File: src/rtl/control_flow_unit_pipe.sv
// control_flow_unit_pipe: elastic, multi-stage control-flow execute unit.
// Resolves JAL/JALR and the six RV32 conditional branches when an op is accepted
// from D. The outcome travels down the pipe to W, where a redirecting op raises
// the squash notification. Any squash, whether from this unit or from another,
// kills the younger ops still in flight here.
//
// D_uop encoding: 0 JAL, 1 JALR, 2 BEQ, 3 BNE, 4 BLT, 5 BGE, 6 BLTU, 7 BGEU.
//
// Optional feature, macro CFU_PRED_CHECK_EN: the op's resolved next PC is compared
// with D_pred_tgt. Only a mismatch squashes, and the squash target is the actual
// next PC. A mispredict counter, mispred_cnt, is also added.
module control_flow_unit_pipe #(
  parameter int p_seq_num_bits = 5,
  parameter int p_num_stages   = 2
) (
  input  logic                      clk,
  input  logic                      rst,
  input  logic                      D_val,
  output logic                      D_rdy,
  input  logic [31:0]               D_pc,
  input  logic [p_seq_num_bits-1:0] D_seq_num,
  input  logic [31:0]               D_op1,
  input  logic [31:0]               D_op2,
  input  logic [31:0]               D_op3,
  input  logic [4:0]                D_waddr,
  input  logic [2:0]                D_uop,
`ifdef CFU_PRED_CHECK_EN
  input  logic [31:0]               D_pred_tgt,
  output logic [31:0]               mispred_cnt,
`endif
  output logic                      W_val,
  input  logic                      W_rdy,
  output logic [31:0]               W_pc,
  output logic [p_seq_num_bits-1:0] W_seq_num,
  output logic [4:0]                W_waddr,
  output logic [31:0]               W_wdata,
  output logic                      W_wen,
  input  logic                      sq_in_val,
  input  logic [p_seq_num_bits-1:0] sq_in_seq_num,
  output logic                      squash_val,
  output logic [p_seq_num_bits-1:0] squash_seq_num,
  output logic [31:0]               squash_target
);

  localparam int SN   = p_seq_num_bits;
  localparam int LAST = p_num_stages - 1;

  localparam logic [2:0] UOP_JAL  = 3'd0;
  localparam logic [2:0] UOP_JALR = 3'd1;
  localparam logic [2:0] UOP_BEQ  = 3'd2;
  localparam logic [2:0] UOP_BNE  = 3'd3;
  localparam logic [2:0] UOP_BLT  = 3'd4;
  localparam logic [2:0] UOP_BGE  = 3'd5;
  localparam logic [2:0] UOP_BLTU = 3'd6;
  localparam logic [2:0] UOP_BGEU = 3'd7;

  typedef struct packed {
    logic [31:0]   pc;
    logic [SN-1:0] seq;
    logic [4:0]    waddr;
    logic [31:0]   wdata;
    logic          wen;
    logic [31:0]   tgt;
    logic          redir;
  } stage_t;

  stage_t          st [p_num_stages];
  logic [LAST:0]   st_val;
  logic [LAST:0]   free;
  logic [LAST:0]   kill;
  logic            kill_d;
  logic            w_xfer;
  logic            last_kill_ext;
  stage_t          res;
  logic [31:0]     pc4;
  logic [31:0]     br_tgt;
  logic [31:0]     jr_sum;

  // a is younger than b when (a - b) mod 2^SN lies in [1, 2^(SN-1)).
  function automatic logic younger(input logic [SN-1:0] a, input logic [SN-1:0] b);
    logic [SN-1:0] d;
    d = a - b;
    return (d != '0) && !d[SN-1];
  endfunction

  assign pc4    = D_pc + 32'd4;
  assign br_tgt = D_pc + D_op3;
  assign jr_sum = D_op1 + D_op3;

  // Resolve the incoming op so that only the outcome has to be carried down the pipe.
  always_comb begin
    logic redir;
    logic taken;
    logic [31:0] tgt;
`ifdef CFU_PRED_CHECK_EN
    logic [31:0] actual;
`endif
    res       = '0;
    res.pc    = D_pc;
    res.seq   = D_seq_num;
    redir     = 1'b0;
    taken     = 1'b0;
    tgt       = br_tgt;
    case (D_uop)
      UOP_JAL: begin
        redir     = 1'b1;
        res.waddr = D_waddr;
        res.wdata = pc4;
        res.wen   = 1'b1;
      end
      UOP_JALR: begin
        redir     = 1'b1;
        tgt       = jr_sum & ~32'd1;
        res.waddr = D_waddr;
        res.wdata = pc4;
        res.wen   = 1'b1;
      end
      UOP_BEQ:  taken = (D_op1 == D_op2);
      UOP_BNE:  taken = (D_op1 != D_op2);
      UOP_BLT:  taken = ($signed(D_op1) <  $signed(D_op2));
      UOP_BGE:  taken = ($signed(D_op1) >= $signed(D_op2));
      UOP_BLTU: taken = (D_op1 <  D_op2);
      UOP_BGEU: taken = (D_op1 >= D_op2);
      default:  taken = 1'b0;
    endcase
    redir = redir || taken;
`ifdef CFU_PRED_CHECK_EN
    actual    = redir ? tgt : pc4;
    res.redir = (actual != D_pred_tgt);
    res.tgt   = actual;
`else
    res.redir = redir;
    res.tgt   = tgt;
`endif
  end

  // The retiring op can only be killed by an external squash; its own squash never covers itself.
  assign last_kill_ext = sq_in_val && younger(st[LAST].seq, sq_in_seq_num);
  assign W_val         = st_val[LAST] && !last_kill_ext;
  assign w_xfer        = W_val && W_rdy;
  assign squash_val    = w_xfer && st[LAST].redir;

  assign W_pc           = st[LAST].pc;
  assign W_seq_num      = st[LAST].seq;
  assign W_waddr        = st[LAST].waddr;
  assign W_wdata        = st[LAST].wdata;
  assign W_wen          = st[LAST].wen;
  assign squash_seq_num = st[LAST].seq;
  assign squash_target  = st[LAST].tgt;

  // A stage can take new contents when it or any stage downstream has a hole, or when the last stage retires.
  always_comb begin
    logic all_full;
    all_full = 1'b1;
    free     = '0;
    for (int i = LAST; i >= 0; i--) begin
      all_full = all_full && st_val[i];
      free[i]  = !all_full || w_xfer;
    end
  end

  assign D_rdy = free[0];

  // Kill every stage op, and any op arriving from D, that is younger than an active squash.
  always_comb begin
    kill = '0;
    for (int i = 0; i <= LAST; i++) begin
      kill[i] = (sq_in_val && younger(st[i].seq, sq_in_seq_num)) ||
                (squash_val && younger(st[i].seq, st[LAST].seq));
    end
    kill_d = (sq_in_val && younger(D_seq_num, sq_in_seq_num)) ||
             (squash_val && younger(D_seq_num, st[LAST].seq));
  end

  // Pipeline registers: advance into free stages, and drop killed ops where they stand.
  always_ff @(posedge clk or negedge rst) begin
    if (!rst) begin
      st_val <= '0;
      for (int i = 0; i <= LAST; i++) st[i] <= '0;
    end else begin
      for (int i = LAST; i >= 1; i--) begin
        if (free[i]) begin
          st_val[i] <= st_val[i-1] && !kill[i-1];
          st[i]     <= st[i-1];
        end else begin
          st_val[i] <= st_val[i] && !kill[i];
        end
      end
      if (free[0]) begin
        st_val[0] <= D_val && !kill_d;
        if (D_val) st[0] <= res;
      end else begin
        st_val[0] <= st_val[0] && !kill[0];
      end
    end
  end

`ifdef CFU_PRED_CHECK_EN
  // Count each mispredict squash; the counter wraps at 2^32.
  always_ff @(posedge clk or negedge rst) begin
    if (!rst) mispred_cnt <= '0;
    else if (squash_val) mispred_cnt <= mispred_cnt + 32'd1;
  end
`endif

endmodule

File: config.mk
export PLATFORM = sky130hd
export DESIGN_NAME = control_flow_unit_pipe
export DESIGN_NICKNAME = d
export VERILOG_FILES = /design/src/rtl/control_flow_unit_pipe.sv
export SDC_FILE = /design/constraint.sdc
export NUM_CORES = 1
export LEC_CHECK = 0
export ABC_AREA = 1
export ABC_CLOCK_PERIOD_IN_PS = 2100
export BUFFER_PORTS_ARGS = -buffer_cell sky130_fd_sc_hd__buf_2
export CAP_MARGIN = 10
export CORE_ASPECT_RATIO = 0.6
export CORE_UTILIZATION = 52
export CTS_CLUSTER_DIAMETER = 40
export DETAILED_ROUTE_END_ITERATION = 10
export PLACE_DENSITY = 0.76
export SYNTH_ARGS = -nofsm -noshare
export SYNTH_HDL_FRONTEND = slang
export SYNTH_SLANG_ARGS = --single-unit
export TNS_END_PERCENT = 1
File: constraint.sdc
create_clock -name clk -period 2.1 [get_ports clk]
set_input_delay 0 -clock clk [delete_from_list [all_inputs] [get_ports clk]]
set_output_delay 0 -clock clk [all_outputs]
set_load 0.01 [all_outputs]
==> qor.json, run 1 <==
{
  "result_of_the_run": {"value": "finished, violations left"},
  "violations_in_the_final_reports": {"value": "negative hold slack, negative setup slack"},
  "cp_cell_sequence": {"value": "ha_4 > nand2_4 > nand2_4 > nand3_2 > nand3b_1 > nand2_1 > nor2_2 > nand2_1 > nand3_2 > buf_6 > buf_6 > nand2_8 > clkbuf_16 > clkbuf_16 > nand2_4 > nand2_1"},
  "routed-via-count": {"value": 15800},
  "crit_start": {"value": "W_seq_num[1]$_DFFE_PN0N_"},
  "synth.net_count": {"value": 2403},
  "cap_violations": {"value": 0},
  "grt_antenna_before_repair": {"value": 1},
  "synthesis.yosys.warnings": {"value": 0},
  "combined_global_route_utilization_of_all_metal_layers": {"value": 34.4, "unit": "%"},
  "drc": {"value": 0},
  "rsz0062_at_grt": {"value": "yes"},
  "grt_start_max_net_pins": {"value": 89},
  "gp_congestion": {"value": 0.976},
  "power": {"value": 0.0191, "unit": "W"},
  "die_outline_area": {"value": 30000, "unit": "um2"},
  "hold_violations": {"value": 2},
  "synth_cell_type_count": {"value": 34},
  "timing_worst_slew_pin_value": {"value": 617, "unit": "ps"},
  "total_i_o_pin_count": {"value": 266},
  "synth_top_area_share": {"value": 35.8, "unit": "%"},
  "fmax": {"value": 435, "unit": "MHz"},
  "tritoncts.num_buffers": {"value": 24},
  "timing.final.max_slew_violations": {"value": 0},
  "fin_tns_setup": {"value": -21050, "unit": "ps"},
  "detail-route-antenna-nets": {"value": 0},
  "critical_path_buf_inv_count": {"value": 4},
  "post-place-ws": {"value": -215, "unit": "ps"},
  "min_path_type": {"value": "input pin to async pin"},
  "layout-area-overhead-vs-synth": {"value": 25.3, "unit": "%"},
  "clkSinkCount": {"value": 218},
  "worst_path_dominant_cell_family": {"value": "simple AND/OR/NAND/NOR gates"},
  "worst_vdd_ir": {"value": 0.000758, "unit": "V"},
  "post-route-min-period": {"value": 2300, "unit": "ps"},
  "cts.root.buffer_cell": {"value": "clkbuf_16"},
  "wl_per_cell": {"value": 19.2, "unit": "um"},
  "endpoint_kind": {"value": "flop"},
  "postSynthAreaPerCell": {"value": 7.14, "unit": "um2"},
  "synth_top_cells_by_area": {"value": "dfrtp_1, nand2_1, ha_1"},
  "yosysSeqAreaShare": {"value": 35.8, "unit": "%"},
  "grt_pass1_vias": {"value": 14300},
  "wire_length_of_the_first_global_routing_pass": {"value": 79700, "unit": "um"},
  "cts_htree_levels": {"value": 1},
  "slew_headroom": {"value": 58.9, "unit": "%"},
  "cts_tree": {"value": "yes"},
  "final_layout_size_suffix_gt1_share": {"value": 21.1, "unit": "%"},
  "worst_path_largest_cell_delay": {"value": 400, "unit": "ps"},
  "chipHeight": {"value": 135, "unit": "um"},
  "synth-seq-cells": {"value": 218},
  "core_area": {"value": 28800, "unit": "um2"},
  "dr.pass1.iters": {"value": 5},
  "detailed_place_hpwl": {"value": 41100, "unit": "um"},
  "commonest_cells_after_routing_fill_and_taps_aside": {"value": "nand2_1, buf_2, dfrtp_1"},
  "initial_utilization": {"value": 53.0, "unit": "%"},
  "p_leak": {"value": 10.3, "unit": "nW"},
  "cp.required": {"value": 2520, "unit": "ps"},
  "final-setup-viol-count": {"value": 218},
  "cp_slowest_cell": {"value": "dfrtp_1"},
  "mostFrequentLayoutCell": {"value": "nand2_1"},
  "finalHoldWorstSlack": {"value": -9.12, "unit": "ps"},
  "final_critical_path_setup_slack": {"value": -196, "unit": "ps"},
  "critical_path_class": {"value": "flop to flop"},
  "first_iter_violations": {"value": 1847},
  "clock_insertion_delay_worst_skew": {"value": 550, "unit": "ps"},
  "crit_arrival": {"value": 2720, "unit": "ps"},
  "nets": {"value": 2728},
  "worst_setup_path_start_kind": {"value": "flop"},
  "final_min_period_over_clock_period": {"value": 109, "unit": "%"},
  "cts_buffer_depth": {"value": 3},
  "synthesis.area": {"value": 15200, "unit": "um2"},
  "synth_top_area_cell": {"value": "dfrtp_1"},
  "path_max_fanout": {"value": 6},
  "placement.io_buffers": {"value": 265},
  "totalWireLength": {"value": 54800, "unit": "um"},
  "fp.dieW": {"value": 223, "unit": "um"},
  "synth_cells": {"value": 2136},
  "core.rowCount": {"value": 48},
  "fin_util": {"value": 66.4, "unit": "%"},
  "r2r_start": {"value": "W_seq_num[1]$_DFFE_PN0N_"},
  "clk_pin_slew_worst_paths": {"value": 70, "unit": "ps"},
  "cellPowerDensity": {"value": 998, "unit": "nW/um2"},
  "finalClockSkew": {"value": 28.7, "unit": "ps"},
  "via_per_inst": {"value": 5.54},
  "globalRouteOverflowTotal": {"value": 0}
}
[timing repair]
action	4_1_cts	5_1_grt
resized for setup	32	91
setup endpoints to repair	217	221
cloned	0	13
pin swaps	7	18
setup buffers	4	4
hold buffers	49	0
endpoints found under the hold margin	288	0
[synth_stat cells]
| library cell | number |
|---|---|
| nand2_1 | 822 |
| dfrtp_1 | 218 |
| inv_1 | 157 |
| o21ai_0 | 127 |
| nor2_1 | 121 |
| buf_4 | 120 |
| a21oi_1 | 119 |
| ha_1 | 114 |
| nand3_1 | 100 |
| xor2_1 | 41 |
| clkbuf_1 | 31 |
| nor3_1 | 26 |
| nand4_1 | 22 |
| xnor2_1 | 19 |
| nor4_1 | 16 |
| nand3b_1 | 13 |
| o21ai_1 | 12 |
| o21bai_1 | 12 |
| buf_2 | 10 |
| o21a_1 | 10 |
| a21o_1 | 5 |
| a21boi_0 | 4 |
| or2_2 | 3 |
| fa_1 | 2 |
| inv_2 | 2 |
| o22ai_1 | 2 |
| a21boi_4 | 1 |
| and3_1 | 1 |
| nand2_2 | 1 |
| nand2b_1 | 1 |
| nand3_2 | 1 |
| nor2_2 | 1 |
| nor3_2 | 1 |
| o211ai_1 | 1 |
[logic make-up after synthesis]
family                   count (synthesis)  synth area share (%)
flip-flops                             218                  35.8
AO/OA/AOI/OAI                          293                  10.3
AND/OR/NAND/NOR                       1129                  30.0
buffers and inverters                  320                  10.9
XOR/XNOR                                60                  3.45
adder cells (fa/ha/maj)                116                  9.62
[path summary, 6_finish.rpt]
path	to	slack, ps	cells past startpoint
setup / recovery	squash_target[21]$_DFFE_PN0N_	-200	16
hold / removal	W_pc[31]$_DFFE_PN0N_	-9	2
setup reg to reg	squash_target[21]$_DFFE_PN0N_	-200	16
hold reg to reg	squash_target[27]$_DFFE_PN0N_	470	2
max in group asynchronous	st[108]$_DFFE_PN0P_	1390	3
min in group clk	st[140]$_DFFE_PN0P_	120	7
[sequential cells by signal, indices dropped and copies added (netlist names)]
register / cells
W_waddr: 5
st_val: 2
W_seq_num: 5
W_wdata: 32
squash_target: 32
W_pc: 32
st: 109
W_wen: 1
[routing by layer]
metal	part of all wire, %	track usage, %	vias to the layer above	routed length (um)
met4	1.8	6.59	0	1010
met3	11	6.88	83	6170
met2	41	48.9	793	22300
li1	-	-	7471	-
met5	0	0	-	0
met1	46	53.6	7459	25400
[where the power goes]
part | switching (W) | internal [W] | leakage [nW]
clock network | 0.00191 | 0.00267 | 0.420
registers | 0.000875 | 0.00547 | 2.76
logic | 0.00478 | 0.00337 | 7.11
total | 0.00756 | 0.0115 | 10.3
[metrics by stage]
step | std cells | area (um2)
after floorplan | 2136 | 15300
after global placement | 2743 | 17100
after detailed placement | 2743 | 17100
after CTS | 2839 | 18600
after global routing | 2855 | 19100
final | 2855 | 19100
[final cells by class]
type | count | area (um2)
diodes | 1 | 2.50
clock buffers | 30 | 663
clock inverters | 14 | 193
fillers | 2462 | 9660
inverters | 159 | 612
multi-input cells | 1598 | 8350
flip-flops and latches | 218 | 5460
well taps | 375 | 469
repair buffers | 460 | 3360
Power figures use the tool's default switching activity.
==> inputs of run 2 (changes only) <==
--- a/config.mk
+++ b/config.mk
@@ -10,10 +10,10 @@
 export BUFFER_PORTS_ARGS = -buffer_cell sky130_fd_sc_hd__buf_2
 export CAP_MARGIN = 10
 export CORE_ASPECT_RATIO = 0.6
-export CORE_UTILIZATION = 52
+export CORE_UTILIZATION = 50
 export CTS_CLUSTER_DIAMETER = 40
 export DETAILED_ROUTE_END_ITERATION = 10
-export PLACE_DENSITY = 0.76
+export PLACE_DENSITY = 0.73
 export SYNTH_ARGS = -nofsm -noshare
 export SYNTH_HDL_FRONTEND = slang
 export SYNTH_SLANG_ARGS = --single-unit
==> qor.json, run 2 (synthesis results as in run 1) <==
{
  "result_of_the_run": {"value": "finished, violations left"},
  "violations_in_the_final_reports": {"value": "negative setup slack"},
  "min_path_type": {"value": "input pin to flop"},
  "total_i_o_pin_count": {"value": 266, "change": "unchanged"},
  "gp_congestion": {"value": 0.978, "change": "+0.25%"},
  "final_critical_path_setup_slack": {"value": -264, "unit": "ps", "change": "-68.2 ps"},
  "worst_vdd_ir": {"value": 0.000718, "unit": "V", "change": "-5.3%"},
  "hold_violations": {"value": 0, "change": "-2"},
  "grt_pass1_vias": {"value": 14200, "change": "-0.46%"},
  "die_outline_area": {"value": 31200, "unit": "um2", "change": "+4.0%"},
  "critical_path_class": {"value": "flop to output port"},
  "wire_length_of_the_first_global_routing_pass": {"value": 79700, "unit": "um", "change": "about the same"},
  "fp.dieW": {"value": 227, "unit": "um", "change": "+2.0%"},
  "cts_htree_levels": {"value": 1, "change": "unchanged"},
  "worst_setup_path_start_kind": {"value": "flop"},
  "cp.required": {"value": 2100, "unit": "ps", "change": "-420 ps"},
  "dpl_cell_area": {"value": 17100, "unit": "um2", "change": "-0.26%"},
  "nets": {"value": 2711, "change": "-0.62%"},
  "rsz0062_at_grt": {"value": "yes"},
  "final-setup-viol-count": {"value": 215, "change": "-1.4%"},
  "largest_register": {"value": "st"},
  "drc": {"value": 0, "change": "unchanged"},
  "final_min_period_over_clock_period": {"value": 113, "unit": "%", "change": "+3.2 points"},
  "crit_arrival": {"value": 2360, "unit": "ps", "change": "-360 ps"},
  "detail-route-antenna-nets": {"value": 0, "change": "unchanged"},
  "placement.io_buffers": {"value": 265, "change": "unchanged"},
  "post-place-ws": {"value": -255, "unit": "ps", "change": "-39.9 ps"},
  "final_area": {"value": 19100, "unit": "um2", "change": "-0.16%"},
  "core.rowCount": {"value": 49, "change": "+2.1%"},
  "initial_utilization": {"value": 50.8, "unit": "%", "change": "-2.1 points"},
  "grt_start_max_net_pins": {"value": 64, "change": "-28%"},
  "post-route-min-period": {"value": 2360, "unit": "ps", "change": "+68.2 ps"},
  "globalRouteOverflowTotal": {"value": 0, "change": "unchanged"},
  "timing_worst_slew_pin_value": {"value": 503, "unit": "ps", "change": "-114 ps"},
  "cp_slowest_cell": {"value": "dfrtp_1"},
  "totalWireLength": {"value": 54100, "unit": "um", "change": "-1.2%"},
  "cts.root.buffer_cell": {"value": "clkbuf_16"},
  "placedCellCount": {"value": 2763, "change": "+0.73%"},
  "mostFrequentLayoutCell": {"value": "nand2_1"},
  "slew_headroom": {"value": 66.1, "unit": "%", "change": "+7.2 points"},
  "chipHeight": {"value": 137, "unit": "um", "change": "+2.0%"},
  "clock_insertion_delay_worst_skew": {"value": 570, "unit": "ps", "change": "+20 ps"},
  "first_iter_violations": {"value": 1702, "change": "-7.9%"},
  "commonest_cells_after_routing_fill_and_taps_aside": {"value": "nand2_1, buf_2, dfrtp_1"},
  "finalClockSkew": {"value": 19.6, "unit": "ps", "change": "-9.08 ps"},
  "power": {"value": 0.0189, "unit": "W", "change": "-0.91%"},
  "routed-via-count": {"value": 15600, "change": "-1.3%"},
  "wl_per_cell": {"value": 18.8, "unit": "um", "change": "-1.9%"},
  "grt_antenna_before_repair": {"value": 4, "change": "+3"},
  "timing.final.max_slew_violations": {"value": 0, "change": "unchanged"},
  "path_max_fanout": {"value": 4, "change": "-2"},
  "cts_buffer_depth": {"value": 3, "change": "unchanged"},
  "critPathMostFrequentCell": {"value": "nand2_1"},
  "tritoncts.num_buffers": {"value": 27, "change": "+13%"},
  "number_of_cells_in_the_finished_layout_apart_from_fillers": {"value": 2874, "change": "+0.67%"},
  "detailed_place_hpwl": {"value": 41900, "unit": "um", "change": "+2.0%"},
  "p_leak": {"value": 10.2, "unit": "nW", "change": "-0.43%"},
  "combined_global_route_utilization_of_all_metal_layers": {"value": 34.0, "unit": "%", "change": "-0.41 points"},
  "largest_reg_flops": {"value": 109, "change": "unchanged"},
  "cts_tree": {"value": "yes"},
  "endpoint_kind": {"value": "output port"},
  "num-fill-cells": {"value": 2667, "change": "+8.3%"},
  "core_area": {"value": 30000, "unit": "um2", "change": "+4.2%"},
  "via_per_inst": {"value": 5.43, "change": "-2.0%"},
  "fmax": {"value": 423, "unit": "MHz", "change": "-2.9%"},
  "cap_violations": {"value": 0, "change": "unchanged"},
  "layout-area-overhead-vs-synth": {"value": 25.1, "unit": "%"},
  "cellPowerDensity": {"value": 991, "unit": "nW/um2", "change": "-0.75%"},
  "cp_cell_sequence": {"value": "ha_4 > nand2_4 > nand2_4 > nand3_2 > nand2_1 > nand2_1 > nand2_1 > nor2_2 > nand2_1 > nand3_2 > buf_6 > nor2_4 > buf_6 > buf_6"},
  "clkSinkCount": {"value": 218, "change": "unchanged"},
  "final_layout_size_suffix_gt1_share": {"value": 20.6, "unit": "%", "change": "-0.49 points"},
  "clk_pin_slew_worst_paths": {"value": 70, "unit": "ps", "change": "about the same"},
  "dr.pass1.iters": {"value": 6, "change": "+1"},
  "worst_path_largest_cell_delay": {"value": 410, "unit": "ps", "change": "about the same"}
}
==> run 2: where the power goes <==
group          internal [W]  switching, W  total, W
Clock               0.00291       0.00205   0.00497
Combinational       0.00307       0.00452   0.00758
Sequential          0.00548      0.000870   0.00635
==> run 2: worst max-delay path, delay by kind of cell (launching register included) <==
kind                       cells  cell delay [ps]
buffers and inverters          3              370
and+or+nand+nor               10              750
DFF                            1              410
adders and majority gates      1              290
==> run 2: layout make-up <==
| cell class | count | area, um2 | area share, % |
|---|---|---|---|
| clock inverters | 14 | 194 | 1.02 |
| repair buffers | 439 | 3130 | 16.4 |
| clock buffers | 36 | 769 | 4.03 |
| flip-flops and latches | 218 | 5460 | 28.6 |
| diodes | 1 | 2.50 | 0.0131 |
| repair inverters | 1 | 16.3 | 0.0853 |
| multi-input cells | 1598 | 8370 | 43.9 |
| inverters | 159 | 631 | 3.31 |
| well taps | 408 | 510 | 2.68 |
==> run 2: final timing paths <==
check,from,endpoint,slack (ps),cells after the start
worst max-delay path,W_seq_num[1]$_DFFE_PN0N_,squash_val,-260,14
worst min-delay path,D_val,st[112]$_DFFE_PN0P_,80,4
worst max register to register,W_seq_num[1]$_DFFE_PN0N_,W_pc[16]$_DFFE_PN0N_,-260,17
worst min register to register,W_waddr[4]$_DFFE_PN0N_,W_waddr[4]$_DFFE_PN0N_,460,2
max in group asynchronous,rst,st[180]$_DFFE_PN0P_,900,4
min in group asynchronous,rst,W_pc[31]$_DFFE_PN0N_,520,3
==> run 2: timing repair <==
action | CTS | global route
resized for setup | 46 | 71
hold endpoints to repair | 292 | 1
cloned | 4 | 3
setup buffers | 3 | 1
hold buffers | 48 | 1
setup endpoints to repair | 216 | 220
pin swaps | 4 | 8
==> run 2: per-stage QoR <==
stage	hold slack [ps]	TNS [ps]	utilization (%)
global placement	-19.4	-17420	57.0
finish	83.6	-32150	63.6
CTS	57.0	-20840	62.8
global route	102	-51510	63.6
detailed placement	-17.8	-28600	57.0
floorplan	-296	-535	-
==> run 2: layer usage <==
metal	GRT usage (%)	wire (um)	vias up
met5	0	34	-
met4	6.41	820	6
met3	9.62	6300	71
met2	47.5	21800	752
met1	51.7	25100	7324
li1	-	-	7445
==> inputs of run 3 (changes only) <==
--- a/config.mk
+++ b/config.mk
@@ -9,11 +9,14 @@
 export ABC_CLOCK_PERIOD_IN_PS = 2100
 export BUFFER_PORTS_ARGS = -buffer_cell sky130_fd_sc_hd__buf_2
 export CAP_MARGIN = 10
+export CELL_PAD_IN_SITES_DETAIL_PLACEMENT = 1
+export CELL_PAD_IN_SITES_GLOBAL_PLACEMENT = 2
 export CORE_ASPECT_RATIO = 0.6
-export CORE_UTILIZATION = 50
+export CORE_UTILIZATION = 29
 export CTS_CLUSTER_DIAMETER = 40
 export DETAILED_ROUTE_END_ITERATION = 10
-export PLACE_DENSITY = 0.73
+export PLACE_DENSITY = 0.76
+export SLEW_MARGIN = 40
 export SYNTH_ARGS = -nofsm -noshare
 export SYNTH_HDL_FRONTEND = slang
 export SYNTH_SLANG_ARGS = --single-unit
==> constraint.sdc (replaced) <==
create_clock -name clk -period 2.1 [get_ports clk]
set_input_delay 0 -clock clk [delete_from_list [all_inputs] [get_ports clk]]
set_output_delay 0 -clock clk [all_outputs]
set_load 0.1 [all_outputs]
==> qor.json, run 3 (synthesis results as in run 1) <==
{
  "combined_global_route_utilization_of_all_metal_layers": {"value": 23.3, "unit": "%", "change": "-11 points"},
  "sw_frac_of_total": {"value": 53.6, "unit": "%", "change": "+14 points"},
  "drc": {"value": 0, "change": "unchanged"},
  "initial_utilization": {"value": 29.7, "unit": "%", "change": "-21 points"},
  "slew_headroom": {"value": 51.4, "unit": "%", "change": "-15 points"},
  "nets": {"value": 2835, "change": "+4.6%"},
  "clkSinkCount": {"value": 218, "change": "unchanged"},
  "path_max_fanout": {"value": 4, "change": "unchanged"},
  "cp_slowest_cell": {"value": "dfrtp_1"},
  "grt_pass1_vias": {"value": 16200, "change": "+14%"},
  "final_critical_path_setup_slack": {"value": -510, "unit": "ps", "change": "-245 ps"},
  "chipHeight": {"value": 180, "unit": "um", "change": "+31%"},
  "routed-via-count": {"value": 15700, "change": "+0.79%"},
  "cp.required": {"value": 2100, "unit": "ps", "change": "about the same"},
  "critical_path.reg2reg.endpoint": {"value": "st_val[0]$_DFF_PN0_"},
  "core.rowCount": {"value": 64, "change": "+31%"},
  "rsz0062_at_grt": {"value": "yes"},
  "critPathMostFrequentCell": {"value": "buf_6"},
  "power.net_switching": {"value": 0.0137, "unit": "W", "change": "+84%"},
  "wl_per_cell": {"value": 19.4, "unit": "um", "change": "+2.8%"},
  "internal_pwr_total": {"value": 0.0119, "unit": "W", "change": "+3.7%"},
  "number_of_cells_in_the_finished_layout_apart_from_fillers": {"value": 3286, "change": "+14%"},
  "min_path_type": {"value": "input pin to async pin"},
  "cts_buffer_depth": {"value": 3, "change": "unchanged"},
  "fp.dieW": {"value": 298, "unit": "um", "change": "+31%"},
  "largest_reg_flops": {"value": 109, "change": "unchanged"},
  "worst_path_largest_cell_delay": {"value": 380, "unit": "ps", "change": "-30 ps"},
  "largest_register": {"value": "st"},
  "result_of_the_run": {"value": "finished, violations left"},
  "ff_to_ff_path_depth": {"value": 18, "change": "+1"},
  "layout-area-overhead-vs-synth": {"value": 32.1, "unit": "%"},
  "crit_arrival": {"value": 2610, "unit": "ps", "change": "+250 ps"},
  "mostFrequentLayoutCell": {"value": "nand2_1"},
  "total_i_o_pin_count": {"value": 266, "change": "unchanged"},
  "fmax": {"value": 383, "unit": "MHz", "change": "-9.4%"},
  "cts_htree_levels": {"value": 1, "change": "unchanged"},
  "via_per_inst": {"value": 4.78, "change": "-12%"},
  "grt_start_max_net_pins": {"value": 51, "change": "-20%"},
  "violations_in_the_final_reports": {"value": "negative setup slack"},
  "worst_vdd_ir": {"value": 0.00131, "unit": "V", "change": "+82%"},
  "critical_path_buf_inv_count": {"value": 4, "change": "+1"},
  "share_clk_of_total_power": {"value": 20.5, "unit": "%", "change": "-5.8 points"},
  "p_leak": {"value": 10.8, "unit": "nW", "change": "+5.0%"},
  "finalHoldWorstSlack": {"value": 35.2, "unit": "ps", "change": "-48.4 ps"},
  "power.combinational.fraction": {"value": 54.9, "unit": "%", "change": "+15 points"},
  "grt_antenna_before_repair": {"value": 5, "change": "+1"},
  "wire_length_of_the_first_global_routing_pass": {"value": 96400, "unit": "um", "change": "+21%"},
  "fin_tns_setup": {"value": -64080, "unit": "ps", "change": "-31930 ps"},
  "clk_pin_slew_worst_paths": {"value": 60, "unit": "ps", "change": "about the same"},
  "endpoint_kind": {"value": "output port"},
  "timing_worst_slew_pin_value": {"value": 721, "unit": "ps", "change": "+218 ps"},
  "cp_cell_sequence": {"value": "ha_1 > nand2_1 > nand2_2 > xor2_1 > nor2_1 > nand3_1 > nand2_2 > nand3_4 > buf_6 > buf_6 > nor2_4 > buf_6 > buf_12"},
  "die_outline_area": {"value": 53500, "unit": "um2", "change": "+71%"},
  "dpl_cell_area": {"value": 18400, "unit": "um2", "change": "+7.6%"},
  "placedCellCount": {"value": 3170, "change": "+15%"},
  "clock_insertion_delay_worst_skew": {"value": 580, "unit": "ps", "change": "about the same"},
  "worst_path_dominant_cell_family": {"value": "simple AND/OR/NAND/NOR gates"},
  "tritoncts.num_buffers": {"value": 29, "change": "+7.4%"},
  "placement.io_buffers": {"value": 265, "change": "unchanged"},
  "gp_congestion": {"value": 0.923, "change": "-5.7%"},
  "hold_violations": {"value": 0, "change": "unchanged"},
  "first_iter_violations": {"value": 975, "change": "-43%"},
  "final_layout_size_suffix_gt1_share": {"value": 23.3, "unit": "%", "change": "+2.8 points"},
  "final_area": {"value": 20100, "unit": "um2", "change": "+5.6%"},
  "r2r_start": {"value": "W_seq_num[1]$_DFFE_PN0N_"},
  "finalClockSkew": {"value": 22.7, "unit": "ps", "change": "+3.10 ps"},
  "globalRouteOverflowTotal": {"value": 0, "change": "unchanged"},
  "post-route-min-period": {"value": 2610, "unit": "ps", "change": "+245 ps"},
  "power.share.sequential": {"value": 24.6, "unit": "%", "change": "-9.0 points"},
  "detail-route-antenna-nets": {"value": 0, "change": "unchanged"},
  "cts.root.buffer_cell": {"value": "clkbuf_16"},
  "timing.final.max_slew_violations": {"value": 0, "change": "unchanged"},
  "regToRegSetupSlack": {"value": -480, "unit": "ps", "change": "-220 ps"},
  "dr.pass1.iters": {"value": 5, "change": "-1"},
  "cellPowerDensity": {"value": 1270, "unit": "nW/um2", "change": "+28%"},
  "final-setup-viol-count": {"value": 221, "change": "+2.8%"},
  "core_area": {"value": 51400, "unit": "um2", "change": "+71%"},
  "cts_tree": {"value": "yes"},
  "final_min_period_over_clock_period": {"value": 124, "unit": "%", "change": "+12 points"},
  "critical_path_class": {"value": "flop to output port"},
  "cap_violations": {"value": 0, "change": "unchanged"},
  "totalWireLength": {"value": 63600, "unit": "um", "change": "+18%"},
  "commonest_cells_after_routing_fill_and_taps_aside": {"value": "nand2_1, buf_2, buf_4"},
  "worst_setup_path_start_kind": {"value": "flop"},
  "detailed_place_hpwl": {"value": 52400, "unit": "um", "change": "+25%"}
}
-- run 3: per-layer routing --
metal,wire length (um),global-route usage [%],vias to the layer above
li1,-,-,7686
met1,33500,36.5,7633
met2,25600,33.2,347
met3,3340,3.73,55
met4,1190,4.62,0
met5,0,0,-
-- run 3: timing repair --
item / in CTS / in global routing
setup endpoints to repair: 221 / 221
hold buffers: 49 / 0
buffers inserted: 9 / 3
endpoints found under the hold margin: 285 / 0
pin swaps: 10 / 7
gates resized for setup: 32 / 23
-- run 3: through the flow --
stage               util [%]  worst slack [ps]  power (W)
finish                  39.2              -510     0.0256
global route            39.2              -625     0.0269
CTS                     39.0              -565     0.0257
detailed placement      35.7              -385     0.0200
global placement        35.7              -409     0.0198
floorplan                  -              -261     0.0174
-- run 3: how the worst max path moves through the flow --
stage          slack, ps  cells past startpoint                startpoint                  end
2_1_floorplan       -260                     12  W_seq_num[1]$_DFFE_PN0N_  st_val[1]$_DFF_PN0_
3_3_place_gp        -410                     16                  D_op1[1]  st[138]$_DFFE_PN0P_
3_5_place_dp        -380                     17                   D_pc[0]  st[127]$_DFFE_PN0P_
4_1_cts             -570                     13  W_seq_num[1]$_DFFE_PN0N_           squash_val
5_1_grt             -620                     21  W_seq_num[0]$_DFFE_PN0N_  st_val[1]$_DFF_PN0_
6_report            -510                     13  W_seq_num[1]$_DFFE_PN0N_           squash_val
-- run 3: area by class of cell --
| class | count | area [um2] |
|---|---|---|
| clock inverters | 18 | 238 |
| well taps | 693 | 867 |
| diodes | 3 | 7.51 |
| clock buffers | 35 | 788 |
| flip-flops and latches | 218 | 5460 |
| repair buffers | 562 | 3950 |
| inverters | 159 | 607 |
| fillers | 6490 | 31300 |
| multi-input cells | 1598 | 8220 |
-- run 3: power by group through the flow --
stage / logic, W / registers (W) / clock network [W]
2_1_floorplan: 0.0113 / 0.00613 / 0
3_3_place_gp: 0.0135 / 0.00632 / 0
3_5_place_dp: 0.0137 / 0.00634 / 0
4_1_cts: 0.0140 / 0.00631 / 0.00537
5_1_grt: 0.0149 / 0.00646 / 0.00556
6_report: 0.0141 / 0.00630 / 0.00524
-- run 3: worst reg2reg max path: stages (launching register included) --
cell      delay, ps
dfrtp_1         380
ha_1            290
nand2_1          80
nand2_2         100
xor2_1          160
nor2_1          100
nand3_1         120
nand2_2         110
nand3_4          70
buf_6           130
buf_6           120
nor2_4          100
buf_4           120
buf_6            80
buf_4            90
buf_4           100
o211ai_1        140
nand3_1         110
nand2_1          60
